[src/rtl/pc_unit.sv]
// Program counter and next-PC stage: selects the next word address from the
// decoder's nPC_sel code, holds on stall, halts on stop and counts retired instructions.
module pc_unit #(
  parameter logic [31:0] RESET_PC = 32'h0000_0000,
  parameter int          CNT_W    = 32
) (
  input  logic             clk,
  input  logic             rst_n,
  input  logic [2:0]       nPC_sel,
  input  logic             zero,
  input  logic [15:0]      imm16,
  input  logic [25:0]      target26,
  input  logic [31:0]      jr_target,
  input  logic             stall,
  input  logic             resume,
  output logic [31:0]      pc,
  output logic [31:0]      pc_plus1,
  output logic             halted,
  output logic [CNT_W-1:0] retired
);

  typedef enum logic {RUN, HALT} state_t;

  localparam logic [CNT_W-1:0] CNT_ONE = {{(CNT_W-1){1'b0}}, 1'b1};

  state_t           state_reg;
  logic [31:0]      pc_reg;
  logic             halted_reg;
  logic [CNT_W-1:0] retired_reg;

  logic [31:0] br_target;
  logic [31:0] jmp_target;
  logic [31:0] mapped_next;

  assign pc_plus1   = pc_reg + 32'd1;
  assign br_target  = pc_plus1 + {{16{imm16[15]}}, imm16};
  assign jmp_target = {pc_plus1[31:26], target26};

  always_comb begin
    mapped_next = pc_plus1;
    case (nPC_sel)
      3'b001:  mapped_next = zero ? br_target : pc_plus1;
      3'b010:  mapped_next = zero ? pc_plus1 : br_target;
      3'b011:  mapped_next = jmp_target;
      3'b100:  mapped_next = jmp_target;
      3'b101:  mapped_next = jr_target;
      3'b110:  mapped_next = pc_reg;
      default: mapped_next = pc_plus1;
    endcase
  end

  // In HALT the stop opcode keeps being presented, so nPC_sel is ignored there.
  always_ff @(posedge clk or negedge rst_n) begin
    if (!rst_n) begin
      state_reg   <= RUN;
      pc_reg      <= RESET_PC;
      halted_reg  <= 1'b0;
      retired_reg <= '0;
    end else if (!stall) begin
      case (state_reg)
        RUN: begin
          pc_reg      <= mapped_next;
          retired_reg <= retired_reg + CNT_ONE;
          if (nPC_sel == 3'b110) begin
            state_reg  <= HALT;
            halted_reg <= 1'b1;
          end
        end
        HALT: begin
          if (resume) begin
            pc_reg     <= pc_plus1;
            state_reg  <= RUN;
            halted_reg <= 1'b0;
          end
        end
        default: begin
          state_reg  <= RUN;
          halted_reg <= 1'b0;
        end
      endcase
    end
  end

  assign pc      = pc_reg;
  assign halted  = halted_reg;
  assign retired = retired_reg;

endmodule
[config.mk]
export PLATFORM = sky130hd
export DESIGN_NAME = pc_unit
export DESIGN_NICKNAME = d
export VERILOG_FILES = /design/src/rtl/pc_unit.sv
export SDC_FILE = /design/constraint.sdc
export NUM_CORES = 1
export LEC_CHECK = 0
export CAP_MARGIN = 20
export CORE_MARGIN = 5
export CORE_UTILIZATION = 30
export CTS_CLUSTER_SIZE = 14
export DETAILED_ROUTE_END_ITERATION = 10
export GPL_TIMING_DRIVEN = 0
export PLACE_DENSITY_LB_ADDON = 0.12
export SYNTH_ARGS = -nofsm -noshare
export SYNTH_HDL_FRONTEND = slang
export SYNTH_SLANG_ARGS = --single-unit
[constraint.sdc]
create_clock -name clk -period 4.1 [get_ports clk]
set_input_delay 1.025 -clock clk [delete_from_list [all_inputs] [get_ports clk]]
set_output_delay 1.025 -clock clk [all_outputs]
set_load 0.05 [all_outputs]
Yosys cells after proc, flatten, opt, wreduce, memory -nomap -nowiden
Cells that the tools add are included.
{"block": "word_totals", "out_inout_bits": 97, "reg_bits": 66}
{"block": "classes", "n_mux": 11, "bitwise_logic": 2, "n_eq_ne": 9, "addsub": 3, "n_reduce_logical": 4}
{"operator": "32-bit case mux with 5 select lines", "count": 1}
{"operator": "32-bit 2-to-1 mux", "count": 3}
{"operator": "32-bit by 1-bit adder with 32-bit output, second input constant", "count": 2}
{"operator": "32-bit case mux with 2 select lines", "count": 1}
{"operator": "32-bit adder", "count": 1}
{"operator": "3-bit == test, second input constant", "count": 3}
{"operator": "3-bit by 2-bit == test with 1-bit output, second input constant", "count": 2}
{"operator": "2-bit != test, second input constant", "count": 3}
{"operator": "3-bit AND reduction", "count": 2}
{"operator": "1-bit 2-to-1 mux", "count": 4}
{"operator": "1-bit case mux with 2 select lines", "count": 2}
{"operator": "3-bit by 1-bit == test with 1-bit output, second input constant", "count": 1}
{"operator": "1-bit NOT", "count": 2}
{"operator": "2-bit AND reduction", "count": 1}
{"operator": "2-bit OR reduction", "count": 1}

Depth between registers and ports, before layout
{"block": "depth", "word_depth": 5, "ltp_mapped": 18}

Worst setup path before layout
Ideal clock, no wire load.
{"block": "synth_path", "kind": "register -> register", "startpoint": "reg pc_reg[11], in the netlist pc[11]", "endpoint": "reg pc_reg[28], in the netlist pc[28]", "t_arrival_ns": 4.863, "setup_slack_ns": -0.891, "required_time_ns": 3.972, "path_stages_with_launch": 19, "period_less_slack_ns": 4.991, "path_cell_list": "dfrtp_1 buf_4 and4_4 nand4_2 or3_1 clkbuf_1 nor2_1 xor2_1 ha_1 clkbuf_1 a21o_1 a21o_1 a21o_1 a21o_1 a21o_1 a21o_1 a221o_1 xnor2_1 o21ai_1"}
{"block": "synth_between", "elab_chain_cells": 5, "elab_cells_between_ends": 7, "cone_classes": "add/sub: 2; mux: 5"}
{"item": "start, declared", "line": "27", "text": "logic [31:0] pc_reg;"}
{"item": "start signal, assigned", "line": "62", "text": "pc_reg <= mapped_next;"}
{"item": "start signal, assigned", "line": "71", "text": "pc_reg <= pc_plus1;"}
{"item": "32-bit by 1-bit adder with 32-bit output *", "line": "35", "text": "assign pc_plus1 = pc_reg + 32'd1;"}
{"item": "via pc_plus1[21]", "line": "17", "text": "output logic [31:0] pc_plus1,"}
{"item": "32-bit adder *", "line": "36", "text": "assign br_target = pc_plus1 + {{16{imm16[15]}}, imm16};"}
{"item": "32-bit 2-to-1 mux (on tied branches)", "line": "43, 42"}
{"item": "32-bit case mux with 5 select lines *", "line": "41", "text": "case (nPC_sel)"}
{"item": "32-bit case mux with 2 select lines *", "line": "60", "text": "case (state_reg)"}
Mark *: on every way through the listed nets, which the timed path passes. The rest lies on a longest branch. The select of a mux whose other input is x is not followed.
A chain may end at the register's enable or synchronous reset.

Final worst setup path
{"block": "layout_path", "startpoint": "in imm16[0]", "endpoint": "reg pc_reg[28], in the netlist pc[28]"}
{"block": "layout_between", "elab_chain_cells": 4, "elab_cells_between_ends": 5, "cone_classes": "add/sub: 1; mux: 4"}
{"item": "start, declared", "line": "11", "text": "input logic [15:0] imm16,"}
{"item": "32-bit adder *", "line": "36"}
{"item": "32-bit 2-to-1 mux (on tied branches)", "line": "43, 42"}
{"item": "32-bit case mux with 5 select lines *", "line": "41"}
{"item": "32-bit case mux with 2 select lines *", "line": "60"}
Mark *: on every way between the ends. The rest lies on a longest branch, timed or not.

==> run_results.csv <==
group,metric,value,unit
finish,fin_util,46.83,%
floorplan,num_rows,51,
worst_setup_path,worst_r2r_endpoint,"pc[25]",
logic_synthesis,netlist_area,5896,µm²
logic_synthesis,synth_common_cells,"nand2_1, dfrtp_1, xnor2_1",
logic_synthesis,ys_ff_latch,66,
logic_synthesis,synthCells,700,
logic_synthesis,synth-seq-area-share,28.01,%
routing,via_count,6384,
floorplan,fp.dieH,150.2,µm
power_and_ir_drop,p_int,3112,µW
finish,nNetsFinal,1034,
place,preCtsSetupSlack,-510.5,ps
finish,fin_area,9084,µm²
place,dpl_cell_area,8446,µm²
status,outcome,"complete, no violations",
worst_hold_path,hold_class,"flop to flop",
power_and_ir_drop,combPwrFrac,71.2,%
timing,finalWorstSetupSlack,130.4,ps
power_and_ir_drop,seqPwrFrac,17.4,%
routing,first_iter_violations,509,
logic_synthesis,avgSynthCellArea,8.422,µm²
worst_setup_path,start_kind,"primary input",
worst_setup_path,rrSetupSlack,170,ps
power_and_ir_drop,p_switching,3632,µW
power_and_ir_drop,switching_share,53.85,%
timing,worst_pin_slew,1107,ps
job,maxCapViolations,0,
worst_setup_path,cp-end-kind,"flop",
logic_synthesis,yosysTopAreaCell,"dfrtp_1",
floorplan,die_x,150.2,µm
timing,skew,6.757,ps
timing,fin_tns_setup,0,ps
finish,syn_to_final_growth,54.07,%
worst_hold_path,hp-start,"retired[31]",
worst_setup_path,critPathKind,"primary input to flop",
worst_setup_path,crit_path_max_fanout,4,
timing,hold_violations,0,
cts,cts-hold-fix-buffers,0,
place,post-dp-hpwl,18400,µm
floorplan,start_util,30.39,%
global_routing,grt_overflow,0,
cts,clock_sinks,66,
global_routing,grt_pass1_vias,6420,
routing,viasPerCell,5.401,
timing,fin_crit_sh,96.82,%
power_and_ir_drop,clockPowerShare,11.4,%
routing,drt_first_pass_iters,8,
logic_synthesis,postSynth.asyncResetShare,100.0,%
floorplan,die_area,22560,µm²
worst_setup_path,required,4320,ps
power_and_ir_drop,ir_worst_vdd,0.4044,mV
timing,slew_violations,0,
global_routing,grt_start_max_net_pins,58,
cts,cts_root_buf,"clkbuf_16",
cts,clockBufferDepth,2,
place,place_congestion,0.8744,
timing,setup_violations,0,
timing,rsz0062_at_grt,"true",
worst_hold_path,hold_depth,1,
finish,fillCellCount,1930,
finish,diodes,0,
worst_setup_path,worstReg2RegStart,"pc[0]",
timing,hold_slack,473.3,ps
routing,remaining_drc_errors,0,
cts,numCtsBuffers,9,
worst_setup_path,critical_path_arrival,4190,ps
worst_setup_path,r2r_cells,14,
cts,insertion_delay,350,ps
logic_synthesis,synth_cell_types,72,
power_and_ir_drop,powerDensity,742.4,nW/µm²
timing,period_minus_slack,3970,ps
floorplan,io_pins,179,
cts,h-tree-depth,3,
timing,maxSlewHeadroom,26.19,%
logic_synthesis,synthDominantCellAreaShare,28.01,%
cts,cts_tree,"yes",
routing,totalWireLength,24360,µm
place,port_buffers,178,
finish,drive_above_1_share,15.81,%
global_routing,grt_pass1_wl,37050,µm
global_routing,grt.total_usage,21.54,%
logic_synthesis,syn_nets,822,
floorplan,core-area,19400,µm²
logic_synthesis,ys_top_cells_by_area,"dfrtp_1, xnor2_1, ha_1",
global_routing,antenna_found_initial,0,
logic_synthesis,ys_warn_count,0,
power_and_ir_drop,p_leak,0.003669,µW
logic_synthesis,yosysMostFrequentCell,"nand2_1",
logic_synthesis,ys.flop_type,"dfrtp_1",
timing,fmax,0.2519,GHz
routing,avgRoutedWirePerCell,20.61,µm
cts,clk_pin_slew,60,ps
routing,antenna_left,0,
logic_synthesis,synth_edf_count,0,
worst_hold_path,hold_end,"retired[31]",
[cells by family after synthesis]
kind of cell	after synthesis	synth area share [%]
AOI/OAI and AO/OA	219	26.06
adders and majority gates	40	8.616
xor gates and xnor gates	89	13.35
muxes	4	0.7003
buffers and inverters	54	3.820
DFF	66	28.01
and+or+nand+nor	228	19.44
[repair_timing]
action	CTS	global route
resized for setup	26	33
setup buffers	3	21
endpoints found under the setup margin	22	24
endpoints found under the hold margin	0	0
pin swaps	5	14
[worst max-delay path by stage]
stage / cells after the start / startpoint / end
floorplan: 18 / pc[11] / pc[28]
global placement: 1 / rst_n / pc[5]
detailed placement: 11 / imm16[15] / pc[30]
CTS: 10 / pc[1] / pc_plus1[30]
global route: 11 / imm16[15] / pc[31]
finish: 13 / imm16[0] / pc[28]
[cells in the final DEF (no fill, tap or decap), drive strengths merged, types with 8 or more instances in the layout]
cell type	n
a21o	20
a21oi	46
a222oi	19
a31oi	9
and3	17
and4	8
buf	36
clkbuf	35
clkdlybuf4s50	167
dfrtp	66
dlygate4sd2	8
ha	39
inv	20
nand2	69
nand3	27
nand4	19
nor2	52
nor3	10
o21a	9
o21ai	41
xnor2	59
xor2	30
[per-stage QoR]
step,total power (µW),cells
after floorplan,4340,700
after global placement,5744,1143
after detailed placement,5750,1144
after CTS,6571,1163
after global routing,7141,1182
final,6744,1182
[critical path, stage by stage]
cell and delay (ps):
clkdlybuf4s50_1 480, ha_1 210, inv_1 70, fa_1 410, nor2b_1 170, o2111ai_1 210, a21oi_2 310, nor3_1 140
o311ai_1 460, and3_1 290, a221o_1 200, xnor2_2 130, o21ai_1 80
[power by group through the flow]
| stage | logic (µW) | registers [µW] | clock network (µW) |
|---|---|---|---|
| finish | 4800 | 1180 | 770 |
| global route | 5120 | 1210 | 813 |
| CTS | 4590 | 1190 | 799 |
| detailed placement | 4550 | 1200 | 0 |
| global placement | 4550 | 1200 | 0 |
| floorplan | 2600 | 1740 | 0 |
[routing by layer]
| layer | vias up | global-route usage [%] | wire [µm] |
|---|---|---|---|
| met1 | 3044 | 29.15 | 10670 |
| met5 | - | 0 | 0 |
| met4 | 0 | 5.901 | 484 |
| met3 | 31 | 5.178 | 1924 |
| li1 | 3048 | - | - |
| met2 | 261 | 34.44 | 11280 |
[layout make-up]
cell class,count,area [µm²],share of cell area (%)
inverter,17,63.81,0.7025
tap,265,331.6,3.650
buffer,35,187.7,2.066
clock inverter,7,61.31,0.6749
timing repair buffer,203,1976,21.75
clock buffer,9,225.2,2.479
sequential,66,1673,18.42
multi-input combinational,580,4566,50.26
Note: power is estimated with default switching activity, not from simulation.
